`config.mk`:
```
export PLATFORM = sky130hd
export DESIGN_NAME = hash_probe_ctrl_flat
export DESIGN_NICKNAME = d
export VERILOG_FILES = /design/src/rtl/hash_probe_if.sv /design/src/rtl/hash_probe_ctrl.sv /design/src/flat_wrapper.sv
export SDC_FILE = /design/constraint.sdc
export NUM_CORES = 1
export LEC_CHECK = 0
export ABC_AREA = 1
export BUFFER_PORTS_ARGS = -buffer_cell sky130_fd_sc_hd__buf_2
export CAP_MARGIN = 20
export CORE_ASPECT_RATIO = 0.7
export CORE_MARGIN = 2
export CORE_UTILIZATION = 53
export DETAILED_ROUTE_END_ITERATION = 6
export PLACE_DENSITY = 0.92
export SETUP_SLACK_MARGIN = 0.15
export SYNTH_ARGS = -nofsm -noshare
export SYNTH_HDL_FRONTEND = slang
export SYNTH_SLANG_ARGS = --single-unit
export TNS_END_PERCENT = 5
```
`constraint.sdc`:
```
create_clock -name clk -period 5.3 [get_ports clk]
set_input_delay 0 -clock clk [delete_from_list [all_inputs] [get_ports clk]]
set_output_delay 0 -clock clk [all_outputs]
set_load 0.005 [all_outputs]
```
`src/rtl/hash_probe_if.sv`:
```
// hash_probe_if
//   Bundles every signal between the dictionary probe controller and its
//   surroundings: the lookup request/response handshake from the core FSM,
//   the single-port dictionary RAM port, and the conflict-table write port.
//
//   Modports:
//     slave  - the probe controller (hash_probe_ctrl).
//     master - the environment around it (core FSM, dictionary RAM and
//              conflict table). It drives the request, rsp_ready, the RAM
//              read data and ct_full.
//
//   Signal groups:
//     req_*  lookup request (valid/ready, home hash, string, insert flag)
//     rsp_*  lookup result (valid/ready, hit/inserted/fail, slot, map, probes)
//     ram_*  dictionary RAM command, write data and read data
//     ct_*   conflict-table full flag and write strobe/address
interface hash_probe_if #(
   parameter int HASH_WIDTH = 11,
   parameter int DATA_WIDTH = 64,
   parameter int MAX_PROBES = 16
);
   localparam int PROBE_WIDTH = $clog2(MAX_PROBES + 1);

   logic                   req_valid;
   logic                   req_ready;
   logic [HASH_WIDTH-1:0]  req_hash;
   logic [DATA_WIDTH-1:0]  req_str;
   logic                   req_insert;

   logic                   rsp_valid;
   logic                   rsp_ready;
   logic                   rsp_hit;
   logic                   rsp_inserted;
   logic                   rsp_fail;
   logic [HASH_WIDTH-1:0]  rsp_addr;
   logic [HASH_WIDTH-1:0]  rsp_map;
   logic [PROBE_WIDTH-1:0] rsp_probes;

   logic                   ram_cs;
   logic                   ram_we;
   logic [HASH_WIDTH-1:0]  ram_addr;
   logic [DATA_WIDTH-1:0]  ram_wdata;
   logic [DATA_WIDTH-1:0]  ram_rdata;
   logic                   ram_rvalid;
   logic [HASH_WIDTH-1:0]  ram_map;

   logic                   ct_full;
   logic                   ct_we;
   logic [HASH_WIDTH-1:0]  ct_addr;

   modport master (
      output req_valid, req_hash, req_str, req_insert, rsp_ready,
             ram_rdata, ram_rvalid, ram_map, ct_full,
      input  req_ready, rsp_valid, rsp_hit, rsp_inserted, rsp_fail,
             rsp_addr, rsp_map, rsp_probes,
             ram_cs, ram_we, ram_addr, ram_wdata, ct_we, ct_addr
   );

   modport slave (
      input  req_valid, req_hash, req_str, req_insert, rsp_ready,
             ram_rdata, ram_rvalid, ram_map, ct_full,
      output req_ready, rsp_valid, rsp_hit, rsp_inserted, rsp_fail,
             rsp_addr, rsp_map, rsp_probes,
             ram_cs, ram_we, ram_addr, ram_wdata, ct_we, ct_addr
   );
endinterface

```
`src/rtl/hash_probe_ctrl.sv`:
```
// hash_probe_ctrl
//   Runs one LZW dictionary lookup against a single-port RAM. The home hash
//   slot is read first; on a collision the controller probes linearly,
//   wrapping from the top slot back to MIN_ADDR. A miss with insert requested
//   writes the string into the first free slot, and when that slot is not the
//   home slot a conflict-table write is strobed so the core can find it later.
//   Codes below MIN_ADDR are single-byte strings and answer immediately.
//
//   Ports:
//     clk  rising-edge clock
//     rst  synchronous active-high reset; aborts any lookup in flight
//     bus  hash_probe_if.slave: request/response handshake, RAM port and
//          conflict-table port
//
//   Response outputs are forced to zero outside the response state, so the
//   captured string/address registers need no reset of their own.
module hash_probe_ctrl #(
   parameter int HASH_WIDTH = 11,
   parameter int DATA_WIDTH = 64,
   parameter int MIN_ADDR   = 256,
   parameter int MAX_PROBES = 16,
   parameter int RD_LAT     = 1
) (
   input  logic         clk,
   input  logic         rst,
   hash_probe_if.slave  bus
);
   localparam int PW        = $clog2(MAX_PROBES + 1);
   localparam int WAIT_INIT = (RD_LAT > 1) ? RD_LAT - 2 : 0;
   localparam int WW        = (RD_LAT > 2) ? $clog2(RD_LAT - 1) : 1;

   localparam logic [HASH_WIDTH-1:0] MIN_SLOT  = HASH_WIDTH'(MIN_ADDR);
   localparam logic [HASH_WIDTH-1:0] TOP_SLOT  = {HASH_WIDTH{1'b1}};
   localparam logic [PW-1:0]         PROBE_MAX = PW'(MAX_PROBES);

   typedef enum logic [2:0] {
      ST_IDLE, ST_ISSUE, ST_WAIT, ST_CHECK, ST_WRITE, ST_RESP
   } state_t;

   // Linear probe step; slots below MIN_SLOT are never probed.
   function automatic logic [HASH_WIDTH-1:0] next_slot(input logic [HASH_WIDTH-1:0] slot);
      if (slot == TOP_SLOT) return MIN_SLOT;
      return slot + 1'b1;
   endfunction

   state_t                state, state_n;
   logic [WW-1:0]         wait_cnt, wait_cnt_n;
   logic [PW-1:0]         probes, probes_n;
   logic                  hit, hit_n;
   logic                  inserted, inserted_n;
   logic                  fail, fail_n;

   logic [HASH_WIDTH-1:0] home, home_n;
   logic [HASH_WIDTH-1:0] cur, cur_n;
   logic [DATA_WIDTH-1:0] str, str_n;
   logic                  ins_req, ins_req_n;
   logic [HASH_WIDTH-1:0] addr_r, addr_n;
   logic [HASH_WIDTH-1:0] map_r, map_n;

   logic in_resp;
   logic in_write;
   logic away;
   logic match;

   assign in_resp  = (state == ST_RESP);
   assign in_write = (state == ST_WRITE);
   assign away     = (cur != home);
   assign match    = bus.ram_rvalid && (bus.ram_rdata == str);

   always_comb begin
      state_n    = state;
      wait_cnt_n = wait_cnt;
      probes_n   = probes;
      hit_n      = hit;
      inserted_n = inserted;
      fail_n     = fail;
      home_n     = home;
      cur_n      = cur;
      str_n      = str;
      ins_req_n  = ins_req;
      addr_n     = addr_r;
      map_n      = map_r;

      case (state)
         ST_IDLE: begin
            if (bus.req_valid) begin
               home_n     = bus.req_hash;
               cur_n      = bus.req_hash;
               str_n      = bus.req_str;
               ins_req_n  = bus.req_insert;
               probes_n   = '0;
               hit_n      = 1'b0;
               inserted_n = 1'b0;
               fail_n     = 1'b0;
               addr_n     = bus.req_hash;
               map_n      = '0;
               if (bus.req_hash < MIN_SLOT) begin
                  // Single-byte code: its own slot and map value.
                  hit_n   = 1'b1;
                  map_n   = bus.req_hash;
                  state_n = ST_RESP;
               end else begin
                  state_n = ST_ISSUE;
               end
            end
         end

         ST_ISSUE: begin
            probes_n = probes + 1'b1;
            if (RD_LAT > 1) begin
               wait_cnt_n = WW'(WAIT_INIT);
               state_n    = ST_WAIT;
            end else begin
               state_n = ST_CHECK;
            end
         end

         ST_WAIT: begin
            if (wait_cnt == '0) state_n = ST_CHECK;
            else                wait_cnt_n = wait_cnt - 1'b1;
         end

         ST_CHECK: begin
            if (match) begin
               hit_n   = 1'b1;
               addr_n  = cur;
               map_n   = bus.ram_map;
               state_n = ST_RESP;
            end else if (!bus.ram_rvalid && !ins_req) begin
               addr_n  = cur;
               state_n = ST_RESP;
            end else if (!bus.ram_rvalid && away && bus.ct_full) begin
               // An off-home insert needs a conflict-table entry; none left.
               fail_n  = 1'b1;
               addr_n  = cur;
               state_n = ST_RESP;
            end else if (!bus.ram_rvalid) begin
               state_n = ST_WRITE;
            end else if (probes == PROBE_MAX) begin
               fail_n  = 1'b1;
               addr_n  = home;
               state_n = ST_RESP;
            end else begin
               cur_n   = next_slot(cur);
               state_n = ST_ISSUE;
            end
         end

         ST_WRITE: begin
            inserted_n = 1'b1;
            addr_n     = cur;
            state_n    = ST_RESP;
         end

         ST_RESP: begin
            if (bus.rsp_ready) state_n = ST_IDLE;
         end

         default: state_n = ST_IDLE;
      endcase
   end

   always_ff @(posedge clk) begin
      if (rst) begin
         state    <= ST_IDLE;
         wait_cnt <= '0;
         probes   <= '0;
         hit      <= 1'b0;
         inserted <= 1'b0;
         fail     <= 1'b0;
      end else begin
         state    <= state_n;
         wait_cnt <= wait_cnt_n;
         probes   <= probes_n;
         hit      <= hit_n;
         inserted <= inserted_n;
         fail     <= fail_n;
      end
   end

   always_ff @(posedge clk) begin
      home    <= home_n;
      cur     <= cur_n;
      str     <= str_n;
      ins_req <= ins_req_n;
      addr_r  <= addr_n;
      map_r   <= map_n;
   end

   assign bus.req_ready    = (state == ST_IDLE);
   assign bus.rsp_valid    = in_resp;
   assign bus.rsp_hit      = in_resp && hit;
   assign bus.rsp_inserted = in_resp && inserted;
   assign bus.rsp_fail     = in_resp && fail;
   assign bus.rsp_addr     = in_resp ? addr_r : '0;
   assign bus.rsp_map      = in_resp ? map_r  : '0;
   assign bus.rsp_probes   = in_resp ? probes : '0;

   assign bus.ram_cs    = (state == ST_ISSUE) || in_write;
   assign bus.ram_we    = in_write;
   assign bus.ram_addr  = bus.ram_cs ? cur : '0;
   assign bus.ram_wdata = in_write ? str : '0;

   assign bus.ct_we   = in_write && away;
   assign bus.ct_addr = (in_write && away) ? cur : '0;
endmodule

```
`src/flat_wrapper.sv`:
```
// flat-port wrapper written by rule: the top's interface ports become plain ports
module hash_probe_ctrl_flat 
#(
   parameter int HASH_WIDTH = 11,
   parameter int DATA_WIDTH = 64,
   parameter int MIN_ADDR   = 256,
   parameter int MAX_PROBES = 16,
   parameter int RD_LAT     = 1
)
  (clk, rst, bus_req_valid, bus_req_hash, bus_req_str, bus_req_insert, bus_rsp_ready, bus_ram_rdata, bus_ram_rvalid, bus_ram_map, bus_ct_full, bus_req_ready, bus_rsp_valid, bus_rsp_hit, bus_rsp_inserted, bus_rsp_fail, bus_rsp_addr, bus_rsp_map, bus_rsp_probes, bus_ram_cs, bus_ram_we, bus_ram_addr, bus_ram_wdata, bus_ct_we, bus_ct_addr);
  hash_probe_if #(.HASH_WIDTH(HASH_WIDTH), .DATA_WIDTH(DATA_WIDTH), .MAX_PROBES(MAX_PROBES)) bus_i ();
  input  logic clk;
  input  logic rst;
  input wire logic [$bits(bus_i.req_valid)-1:0] bus_req_valid;
  input wire logic [$bits(bus_i.req_hash)-1:0] bus_req_hash;
  input wire logic [$bits(bus_i.req_str)-1:0] bus_req_str;
  input wire logic [$bits(bus_i.req_insert)-1:0] bus_req_insert;
  input wire logic [$bits(bus_i.rsp_ready)-1:0] bus_rsp_ready;
  input wire logic [$bits(bus_i.ram_rdata)-1:0] bus_ram_rdata;
  input wire logic [$bits(bus_i.ram_rvalid)-1:0] bus_ram_rvalid;
  input wire logic [$bits(bus_i.ram_map)-1:0] bus_ram_map;
  input wire logic [$bits(bus_i.ct_full)-1:0] bus_ct_full;
  output wire logic [$bits(bus_i.req_ready)-1:0] bus_req_ready;
  output wire logic [$bits(bus_i.rsp_valid)-1:0] bus_rsp_valid;
  output wire logic [$bits(bus_i.rsp_hit)-1:0] bus_rsp_hit;
  output wire logic [$bits(bus_i.rsp_inserted)-1:0] bus_rsp_inserted;
  output wire logic [$bits(bus_i.rsp_fail)-1:0] bus_rsp_fail;
  output wire logic [$bits(bus_i.rsp_addr)-1:0] bus_rsp_addr;
  output wire logic [$bits(bus_i.rsp_map)-1:0] bus_rsp_map;
  output wire logic [$bits(bus_i.rsp_probes)-1:0] bus_rsp_probes;
  output wire logic [$bits(bus_i.ram_cs)-1:0] bus_ram_cs;
  output wire logic [$bits(bus_i.ram_we)-1:0] bus_ram_we;
  output wire logic [$bits(bus_i.ram_addr)-1:0] bus_ram_addr;
  output wire logic [$bits(bus_i.ram_wdata)-1:0] bus_ram_wdata;
  output wire logic [$bits(bus_i.ct_we)-1:0] bus_ct_we;
  output wire logic [$bits(bus_i.ct_addr)-1:0] bus_ct_addr;
  assign bus_i.req_valid = bus_req_valid;
  assign bus_i.req_hash = bus_req_hash;
  assign bus_i.req_str = bus_req_str;
  assign bus_i.req_insert = bus_req_insert;
  assign bus_i.rsp_ready = bus_rsp_ready;
  assign bus_i.ram_rdata = bus_ram_rdata;
  assign bus_i.ram_rvalid = bus_ram_rvalid;
  assign bus_i.ram_map = bus_ram_map;
  assign bus_i.ct_full = bus_ct_full;
  assign bus_req_ready = bus_i.req_ready;
  assign bus_rsp_valid = bus_i.rsp_valid;
  assign bus_rsp_hit = bus_i.rsp_hit;
  assign bus_rsp_inserted = bus_i.rsp_inserted;
  assign bus_rsp_fail = bus_i.rsp_fail;
  assign bus_rsp_addr = bus_i.rsp_addr;
  assign bus_rsp_map = bus_i.rsp_map;
  assign bus_rsp_probes = bus_i.rsp_probes;
  assign bus_ram_cs = bus_i.ram_cs;
  assign bus_ram_we = bus_i.ram_we;
  assign bus_ram_addr = bus_i.ram_addr;
  assign bus_ram_wdata = bus_i.ram_wdata;
  assign bus_ct_we = bus_i.ct_we;
  assign bus_ct_addr = bus_i.ct_addr;
  hash_probe_ctrl #(.HASH_WIDTH(HASH_WIDTH), .DATA_WIDTH(DATA_WIDTH), .MIN_ADDR(MIN_ADDR), .MAX_PROBES(MAX_PROBES), .RD_LAT(RD_LAT)) u_core (.clk(clk), .rst(rst), .bus(bus_i));
endmodule
```
==> flow_metrics.env, run 1 <==
export IMPL_synth_cell_types=36
export IMPL_fin_nets=1437
export IMPL_hold_violations=0
export IMPL_ys_ff_latch=120
export IMPL_drive_gt1_share_pct=28.5
export IMPL_synth_edf_count=109
export IMPL_dr_pass1_iters=5
export IMPL_grt_pass1_vias=7361
export IMPL_finalNonFillerCells=1452
export IMPL_register_area_um2=3490
export IMPL_syn_num_nets=1068
export IMPL_critical_path_class="flip-flop to flip-flop"
export IMPL_dp_hpwl_um=15500
export IMPL_design_area_um2=9990
export IMPL_port_buffers=277
export IMPL_vias_per_cell=5.23
export IMPL_cts_sinks=120
export IMPL_period_share_pct=55.7
export IMPL_vias=7594
export IMPL_wl_um=24200
export IMPL_setup_viol=0
export IMPL_dieArea_um2=14000
export IMPL_cp_start_kind="flip-flop"
export IMPL_leakage_uw=0.00532
export IMPL_io_pins=278
export IMPL_synthFlopType="edfxtp_1"
export IMPL_holdPathStages=5
export IMPL_slew_limit_headroom_pct=29.1
export IMPL_period_needed_ns=2.95
export IMPL_end_kind="flip-flop"
export IMPL_gp_congestion=0.918
export IMPL_wl_per_cell_um=16.7
export IMPL_area_growth_pct=44.2
export IMPL_yosys_warnings=0
export IMPL_clkLatencyLatePin_ns=0.41
export IMPL_nFillCells=788
export IMPL_drv_cap=0
export IMPL_cts_max_path_buffers=2
export IMPL_skew_ns=0.0109
export IMPL_worstPathArrival_ns=2.98
export IMPL_die_h_um=99.7
export IMPL_maxSlewViolCount=0
export IMPL_multi_input_area_um2=2610
export IMPL_post_route_util_pct=79.3
export IMPL_r2r_cells=7
export IMPL_start_util_pct=55.0
export IMPL_clk_pin_slew_worst_paths_ns=0.06
export IMPL_synth_cells=908
export IMPL_placed_cells=1330
export IMPL_antenna_found_initial=0
export IMPL_drcViolationCount=0
export IMPL_seq_area_frac_synth_pct=50.4
export IMPL_gr_total_overflow=0
export IMPL_insertedDiodeCount=0
export IMPL_finalPower_uw=3170
export IMPL_critPathRequiredTime_ns=5.33
export IMPL_tightestPinTransition_ns=1.06
export IMPL_async_flop_share_pct=0
export IMPL_crit_fanout=40
export IMPL_cts_htree_levels=4
export IMPL_hold_class="input port to flip-flop"
export IMPL_grt_use_total_pct=34.1
export IMPL_ir_drop_v=0.000221
export IMPL_place_area_um2=8460
export IMPL_drt_antenna_violating_nets=0
export IMPL_core_um2=12600
export IMPL_grt_first_pass_wirelength_um=36900
export IMPL_cts_tree="done"
export IMPL_tns_ns=0
export IMPL_rsz0062_at_grt="false"
export IMPL_drt_initial_drc_count=917
export IMPL_netlist_area_um2=6930
export IMPL_syn_area_per_cell_um2=7.63
export IMPL_timing_fmax_mhz=339
export IMPL_cts_resized=0
export IMPL_root_buffer="clkbuf_16"
export IMPL_power_density_nw_per_um2=317
export IMPL_grt_max_degree=67
export IMPL_die_x_um=141
export IMPL_cts_inserted_buffers=17
export IMPL_status="finished, final reports clean"
export IMPL_rows=34
==> sequential cells by signal, indices dropped and copies added, names as in the netlist <==
signal / flops
u_core.str: 64
u_core.addr_r: 11
u_core.cur: 11
u_core.home: 11
u_core.map_r: 11
u_core.probes: 5
u_core.state: 3
u_core.fail: 1
u_core.hit: 1
u_core.ins_req: 1
u_core.inserted: 1
==> per-layer routing <==
| layer | wire [um] | vias to the layer above | track usage [%] |
|---|---|---|---|
| li1 | - | 3532 | - |
| met1 | 9130 | 3431 | 41.3 |
| met2 | 11800 | 531 | 58.6 |
| met3 | 2430 | 100 | 8.57 |
| met4 | 914 | 0 | 14.5 |
| met5 | 0 | - | 0 |
==> logic make-up (layout without fill, tap and decap cells) <==
logic type               after synthesis  count (layout)  synth area share (%)
flip-flops                           120             120                  50.4
adder cells (fa/ha/maj)                3               3                 0.542
AO/OA/AOI/OAI                         65              65                  5.78
AND/OR/NAND/NOR                      479             479                  28.1
XOR/XNOR                              25              25                  3.16
buffers and inverters                216             598                  12.0
==> final timing paths <==
path                                 startpoint             end  slack [ns]
worst min register to register      u_core.fail     u_core.fail        0.46
worst max register to register  u_core.state[1]  u_core.cur[10]        2.35
worst max-delay path            u_core.state[1]  u_core.cur[10]        2.35
worst min-delay path             bus_ram_rvalid     u_core.fail        0.12
==> synthesized netlist by cell type (3+ instances only) <==
cell type	number	share of area (%)
nand3b_1	8	0.87
a22oi_1	11	1.2
nand3_1	22	1.6
nor3_1	5	0.36
xnor2_1	4	0.51
nand2_1	241	13
a21oi_1	13	0.94
edfxtp_1	109	47
o22ai_1	4	0.36
inv_2	34	1.8
nand4_1	3	0.27
dfxtp_1	11	3.2
clkbuf_1	9	0.49
nor2_1	185	10
o21ai_0	11	0.79
o31ai_1	6	0.65
ha_1	3	0.54
inv_1	159	8.6
nand2_2	3	0.27
nor3_2	4	0.58
buf_2	9	0.65
o21ai_1	16	1.2
xor2_1	21	2.7
==> layout by cell type (no fill, tap or decap), types with 5 or more instances in the layout <==
| cell | n |
|---|---|
| a21oi_1 | 13 |
| a22oi_1 | 11 |
| buf_2 | 277 |
| buf_4 | 5 |
| clkbuf_16 | 17 |
| dfxtp_1 | 11 |
| dlygate4sd3_1 | 90 |
| edfxtp_1 | 109 |
| inv_1 | 157 |
| inv_2 | 35 |
| nand2_1 | 241 |
| nand3_1 | 22 |
| nand3b_1 | 8 |
| nor2_1 | 185 |
| o21ai_0 | 11 |
| o21ai_1 | 16 |
| o31ai_1 | 6 |
| xor2_1 | 21 |
==> report_power, final <==
group	total (uW)	internal, uW	switching (uW)
Sequential	1280	1200	84.7
Combinational	649	242	407
Clock	1240	789	450
Total	3170	2230	942
==> layout make-up <==
class                      instances  share of cell area [%]
timing repair buffer             372                    23.3
multi-input combinational        572                    26.2
sequential                       120                    35.0
tap                              162                    2.03
clock buffer                      17                    4.26
inverter                         194                    7.30
clock inverter                    15                    2.00
==> critical path, stage by stage (launching register included) <==
cell and delay, ns:
dfxtp_1 0.34, inv_1 0.09, nor3_4 0.15, buf_4 0.41, inv_1 0.37, nor2_1 0.23, o21ai_0 0.13, nor3_2 0.85
==> what timing repair did <==
action                    4_1_cts  5_1_grt
hold buffers                   90        0
hold endpoints to repair      103        0
buffers inserted                0        0
==> through the flow <==
| stage | hold WS (ns) | setup WS (ns) |
|---|---|---|
| floorplan | 0.0691 | 2.22 |
| global placement | 0.177 | 2.49 |
| detailed placement | 0.178 | 2.36 |
| CTS | 0.127 | 2.34 |
| global route | 0.160 | 2.15 |
| finish | 0.121 | 2.35 |
Power figures use the tool's default switching activity.
==> inputs of run 2 (changes only) <==
--- a/config.mk
+++ b/config.mk
@@ -5,14 +5,14 @@
 export SDC_FILE = /design/constraint.sdc
 export NUM_CORES = 1
 export LEC_CHECK = 0
-export ABC_AREA = 1
+export ABC_AREA = 0
 export BUFFER_PORTS_ARGS = -buffer_cell sky130_fd_sc_hd__buf_2
 export CAP_MARGIN = 20
 export CORE_ASPECT_RATIO = 0.7
 export CORE_MARGIN = 2
-export CORE_UTILIZATION = 53
+export CORE_UTILIZATION = 48
 export DETAILED_ROUTE_END_ITERATION = 6
-export PLACE_DENSITY = 0.92
+export PLACE_DENSITY = 0.87
 export SETUP_SLACK_MARGIN = 0.15
 export SYNTH_ARGS = -nofsm -noshare
 export SYNTH_HDL_FRONTEND = slang
==> constraint.sdc (replaced) <==
create_clock -name clk -period 3 [get_ports clk]
set_input_delay 0 -clock clk [delete_from_list [all_inputs] [get_ports clk]]
set_output_delay 0 -clock clk [all_outputs]
set_load 0.005 [all_outputs]
==> run 2 against run 1 <==
Against the previous run: the run now ends with DRC left; die area shrank 0.92%; synthesized cell count fell by 40%; largest power group unchanged; sequential share of layout area rose by 2.9 points.
==> flow_metrics.env, run 2 <==
export IMPL_multi_input_area_um2=2510
export IMPL_largest_reg_flops=64
export IMPL_grt_max_degree=66
export IMPL_core_um2=12500
export IMPL_drcViolationCount=12
export IMPL_hold_ws_ns=0.145
export IMPL_die_h_um=99.2
export IMPL_yosys_warnings=0
export IMPL_dp_hpwl_um=14300
export IMPL_grt_use_total_pct=30.5
export IMPL_drt_antenna_violating_nets=0
export IMPL_wl_per_cell_um=19.9
export IMPL_largest_register="u_core.str"
export IMPL_syn_area_per_cell_um2=11.4
export IMPL_synthFlopType="edfxtp_1"
export IMPL_synth_cells=545
export IMPL_drv_cap=0
export IMPL_cp_top_family="simple AND/OR/NAND/NOR gates"
export IMPL_period_share_pct=90.4
export IMPL_drt_initial_drc_count=672
export IMPL_slew_limit_headroom_pct=41.8
export IMPL_fin_nets=1063
export IMPL_layout_commonest_cell="buf_2"
export IMPL_dieArea_um2=13900
export IMPL_setup_ws_ns=0.288
export IMPL_hold_class="input port to flip-flop"
export IMPL_rrSetupSlack_ns=0.29
export IMPL_rows=34
export IMPL_start_util_pct=49.5
export IMPL_postCtsSetupRepairBufs=0
export IMPL_tightestPinTransition_ns=0.870
export IMPL_ir_drop_v=0.000451
export IMPL_yosys_area_top_type="edfxtp_1"
export IMPL_tns_ns=0
export IMPL_violations="DRC"
export IMPL_critical_path_class="flip-flop to flip-flop"
export IMPL_max_stage_delay_ns=0.47
export IMPL_ys_ff_latch=120
export IMPL_worstPathCellList="xnor2_1, nand4_1, nor4_2, nand4_1, a22o_1, a221o_2"
export IMPL_crit_fanout=11
export IMPL_cts_sinks=120
export IMPL_worstPathArrival_ns=2.86
export IMPL_cts_resized=0
export IMPL_preCtsSetupSlack_ns=0.371
export IMPL_insertedDiodeCount=0
export IMPL_dr_pass1_iters=7
export IMPL_hold_path_startpoint="bus_ram_rvalid"
export IMPL_rsz0062_at_grt="false"
export IMPL_seq_area_frac_synth_pct=56.2
export IMPL_cts_htree_levels=4
export IMPL_whs_endpoint="u_core.state[2]"
export IMPL_synth_cell_types=41
export IMPL_area_growth_pct=48.4
export IMPL_die_x_um=140
export IMPL_regToRegEndpoint="u_core.addr_r[0]"
export IMPL_setup_viol=0
export IMPL_maxSlewViolCount=0
export IMPL_cp_start_kind="flip-flop"
export IMPL_clk_pin_slew_worst_paths_ns=0.06
export IMPL_wl_um=21500
export IMPL_end_kind="flip-flop"
export IMPL_vias_per_cell=5.52
export IMPL_cts_tree="done"
export IMPL_drive_gt1_share_pct=36.0
export IMPL_synthTopCellsByArea="edfxtp_1, xnor2_1, and3_1"
export IMPL_hold_violations=0
export IMPL_yosys_cell_count_top_type="edfxtp_1"
export IMPL_power_density_nw_per_um2=539
export IMPL_layout_common_cells="buf_2, edfxtp_1, dlygate4sd3_1"
export IMPL_r2r_start="u_core.str[42]"
export IMPL_holdPathStages=4
export IMPL_port_buffers=277
export IMPL_gr_total_overflow=0
export IMPL_critPathRequiredTime_ns=3.15
export IMPL_leakage_uw=0.00423
export IMPL_clkLatencyLatePin_ns=0.40
export IMPL_synth_top_cell_area_share_pct=52.7
export IMPL_cts_max_path_buffers=2
export IMPL_path_buf_inv=0
export IMPL_register_area_um2=3490
export IMPL_async_flop_share_pct=0
export IMPL_cpMostUsedCell="nand4_1"
export IMPL_timing_fmax_mhz=369
export IMPL_netlist_area_um2=6220
export IMPL_cts_inserted_buffers=17
export IMPL_vias=5947
export IMPL_antenna_found_initial=0
export IMPL_worst_path_max_delay_cell="a22o_1"
export IMPL_skew_ns=0.0109
export IMPL_ctsHoldBuffers=91
export IMPL_syn_num_nets=705
export IMPL_io_pins=278
export IMPL_synth_edf_count=109
export IMPL_status="finished with violations"
export IMPL_grt_pass1_vias=5912
export IMPL_nFillCells=833
export IMPL_root_buffer="clkbuf_16"
export IMPL_period_needed_ns=2.71
export IMPL_finalPower_uw=4970
export IMPL_gp_congestion=0.949
export IMPL_grt_first_pass_wirelength_um=32300
export IMPL_r2r_cells=6
export IMPL_synth_common_cells="edfxtp_1, and3_1, xnor2_1"
[run 2: layout make-up]
| cell class | instances | area share, % |
|---|---|---|
| flip-flops and latches | 120 | 37.9 |
| multi-input cells | 375 | 27.2 |
| repair buffers | 383 | 26.4 |
| clock buffers | 18 | 4.65 |
| well taps | 162 | 2.20 |
| clock inverters | 14 | 1.36 |
| inverters | 6 | 0.285 |
[run 2: kinds of logic (layout without fill, tap and decap cells)]
logic type / after synthesis / count (layout) / share of synthesized area (%)
xor+xnor: 85 / 85 / 12.0
fa+ha+maj: 3 / 3 / 0.604
buf+inv: 50 / 421 / 3.62
simple gates: 221 / 221 / 20.1
flops: 120 / 120 / 56.2
compound gates: 66 / 66 / 7.51
[run 2: worst min-delay path: stages]
cell	delay [ns]
buf_2	0.12
inv_1	0.13
nor3b_1	0.09
o31ai_1	0.17
[run 2: power by group]
| part | leakage [uW] | total (uW) | internal (uW) | switching [uW] |
|---|---|---|---|---|
| Sequential | 0.00112 | 2180 | 2040 | 137 |
| Combinational | 0.00286 | 873 | 412 | 461 |
| Clock | 0.000259 | 1920 | 1140 | 774 |
| Total | 0.00423 | 4970 | 3600 | 1370 |
[run 2: worst max path at each step]
stage	start	end	slack (ns)	cells past startpoint
6_report	u_core.str[42]	u_core.addr_r[0]	0.29	6
5_1_grt	u_core.str[42]	u_core.addr_r[6]	0.20	6
4_1_cts	u_core.str[42]	u_core.addr_r[0]	0.35	6
3_5_place_dp	u_core.str[42]	u_core.addr_r[0]	0.37	6
3_3_place_gp	u_core.str[42]	u_core.addr_r[0]	0.41	6
2_1_floorplan	u_core.str[62]	u_core.addr_r[0]	0.37	6
[run 2: metrics by stage]
stage               instance area [um^2]  utilization (%)  instances
finish                              9220             73.5       1078
detailed placement                  7760             61.8        955
CTS                                 9220             73.5       1078
global placement                    7760             61.8        955
global route                        9220             73.5       1078
floorplan                           6220                -        545
[run 2: metal layers]
| metal | vias up | routed length [um] | global-route usage, % |
|---|---|---|---|
| met2 | 383 | 10400 | 50.8 |
| met4 | 0 | 521 | 10.7 |
| li1 | 2702 | - | - |
| met3 | 48 | 2110 | 6.55 |
| met1 | 2814 | 8420 | 40.0 |
| met5 | - | 0 | 0 |
==> inputs of run 3 (changes only) <==
--- a/config.mk
+++ b/config.mk
@@ -8,11 +8,13 @@
 export ABC_AREA = 0
 export BUFFER_PORTS_ARGS = -buffer_cell sky130_fd_sc_hd__buf_2
 export CAP_MARGIN = 20
+export CELL_PAD_IN_SITES_DETAIL_PLACEMENT = 0
+export CELL_PAD_IN_SITES_GLOBAL_PLACEMENT = 2
 export CORE_ASPECT_RATIO = 0.7
 export CORE_MARGIN = 2
-export CORE_UTILIZATION = 48
+export CORE_UTILIZATION = 29
 export DETAILED_ROUTE_END_ITERATION = 6
-export PLACE_DENSITY = 0.87
+export PLACE_DENSITY = 0.88
 export SETUP_SLACK_MARGIN = 0.15
 export SYNTH_ARGS = -nofsm -noshare
 export SYNTH_HDL_FRONTEND = slang
==> run 3 against run 2 <==
Against the previous run: the flow now finishes without violations; utilization decreased by 28 points; largest cell class unchanged; sequential share of layout area decreased by 0.95 points; die area rose by 63%; first-iteration DRC count fell by 37%; clock power is 7% higher; clock-buffer cell count stayed put.
==> flow_metrics.env, run 3 (synthesized netlist as in run 2, its figures left out) <==
export IMPL_cp_depth=7
export IMPL_grt_first_pass_wirelength_um=32700
export IMPL_grt_pass1_vias=5648
export IMPL_power_density_nw_per_um2=539
export IMPL_cp_start_kind="flip-flop"
export IMPL_path_buf_inv=1
export IMPL_layout_commonest_cell="buf_2"
export IMPL_design_area_um2=9460
export IMPL_status="finished, final reports clean"
export IMPL_timing_fmax_mhz=370
export IMPL_wl_um=22000
export IMPL_cts_max_path_buffers=2
export IMPL_period_needed_ns=2.70
export IMPL_holdPathStages=4
export IMPL_cts_htree_levels=4
export IMPL_clk_pin_slew_worst_paths_ns=0.05
export IMPL_fin_nets=1071
export IMPL_wl_per_cell_um=18.3
export IMPL_port_buffers=277
export IMPL_critPathRequiredTime_ns=3.14
export IMPL_largest_register="u_core.str"
export IMPL_period_share_pct=90.1
export IMPL_critical_path_class="flip-flop to flip-flop"
export IMPL_leakage_uw=0.00429
export IMPL_r2r_cells=7
export IMPL_slew_limit_headroom_pct=43.2
export IMPL_tns_ns=0
export IMPL_rsz0062_at_grt="false"
export IMPL_core_um2=20900
export IMPL_setup_viol=0
export IMPL_tightestPinTransition_ns=0.848
export IMPL_dp_hpwl_um=16000
export IMPL_preCtsSetupSlack_ns=0.170
export IMPL_placed_cells=1075
export IMPL_largest_reg_flops=64
export IMPL_grt_use_total_pct=19.2
export IMPL_antenna_found_initial=0
export IMPL_start_util_pct=29.8
export IMPL_vias_per_cell=4.73
export IMPL_setup_ws_ns=0.298
export IMPL_root_buffer="clkbuf_16"
export IMPL_cts_tree="done"
export IMPL_cts_sinks=120
export IMPL_dieArea_um2=22600
export IMPL_hold_violations=0
export IMPL_rows=44
export IMPL_crit_fanout=11
export IMPL_max_stage_delay_ns=0.47
export IMPL_drt_initial_drc_count=426
export IMPL_cts_resized=0
export IMPL_skew_ns=0.0110
export IMPL_worstPathCellList="xnor2_1, nand4_1, nor4_1, nand4_1, buf_4, a22o_1, a221o_2"
export IMPL_place_area_um2=7950
export IMPL_hold_class="input port to flip-flop"
export IMPL_clkLatencyLatePin_ns=0.40
export IMPL_worst_path_max_delay_cell="nor4_1"
export IMPL_io_pins=278
export IMPL_layout_common_cells="buf_2, edfxtp_1, dlygate4sd3_1"
export IMPL_vias=5673
export IMPL_drt_antenna_violating_nets=0
export IMPL_die_x_um=179
export IMPL_gr_total_overflow=0
export IMPL_grt_max_degree=70
export IMPL_finalNonFillerCells=1199
export IMPL_hold_ws_ns=0.140
export IMPL_maxSlewViolCount=0
export IMPL_nFillCells=1956
export IMPL_drv_cap=0
export IMPL_worstPathArrival_ns=2.85
export IMPL_ir_drop_v=0.000312
export IMPL_cts_inserted_buffers=17
export IMPL_cp_top_family="compound AO/OA/AOI/OAI gates"
export IMPL_dr_pass1_iters=5
export IMPL_drcViolationCount=0
export IMPL_die_h_um=126
export IMPL_gp_congestion=0.862
export IMPL_drive_gt1_share_pct=36.8
export IMPL_end_kind="flip-flop"
export IMPL_area_growth_pct=52.2
export IMPL_cpMostUsedCell="nand4_1"
run 3: worst min-delay path: stages:
cell	delay, ns
buf_2	0.12
inv_1	0.12
nor3b_1	0.08
o31ai_1	0.19
run 3: repair_timing:
| action | CTS | global route |
|---|---|---|
| hold buffers | 91 | 0 |
| endpoints found under the setup margin | 0 | 22 |
| endpoints found under the hold margin | 108 | 0 |
| setup buffers | 0 | 2 |
run 3: cell type report:
class / count / area (um^2) / share of cell area, %
Inverter: 6 / 26.3 / 0.278
Timing Repair Buffer: 391 / 2490 / 26.4
Clock inverter: 12 / 154 / 1.63
Tap cell: 276 / 345 / 3.65
Clock buffer: 18 / 429 / 4.54
Sequential cell: 120 / 3490 / 36.9
Multi-Input combinational cell: 375 / 2510 / 26.6
Antenna cell: 1 / 2.50 / 0.0265
run 3: final timing paths:
check | start | end | slack [ns]
setup / recovery | u_core.str[53] | u_core.addr_r[0] | 0.30
hold / removal | bus_ram_rvalid | u_core.state[2] | 0.14
setup reg to reg | u_core.str[53] | u_core.addr_r[0] | 0.30
hold reg to reg | u_core.hit | u_core.hit | 0.46
run 3: power by group:
part / internal (uW) / leakage, uW / switching, uW
Combinational: 423 / 0.00289 / 482
Clock: 1300 / 0.000278 / 749
Sequential: 2040 / 0.00112 / 109
run 3: per-layer routing:
metal	up-vias	share of wire, %	global-route usage (%)
li1	2714	-	-
met1	2698	46	28.0
met2	245	46	29.2
met3	16	7.0	3.54
met4	0	1.5	5.16
met5	-	0	0
run 3: per-stage QoR:
| stage | utilization, % | total power, uW |
|---|---|---|
| finish | 45.3 | 5100 |
| global route | 45.3 | 5330 |
| CTS | 45.3 | 5130 |
| detailed placement | 38.1 | 2980 |
| global placement | 38.1 | 2980 |
| floorplan | - | 2610 |
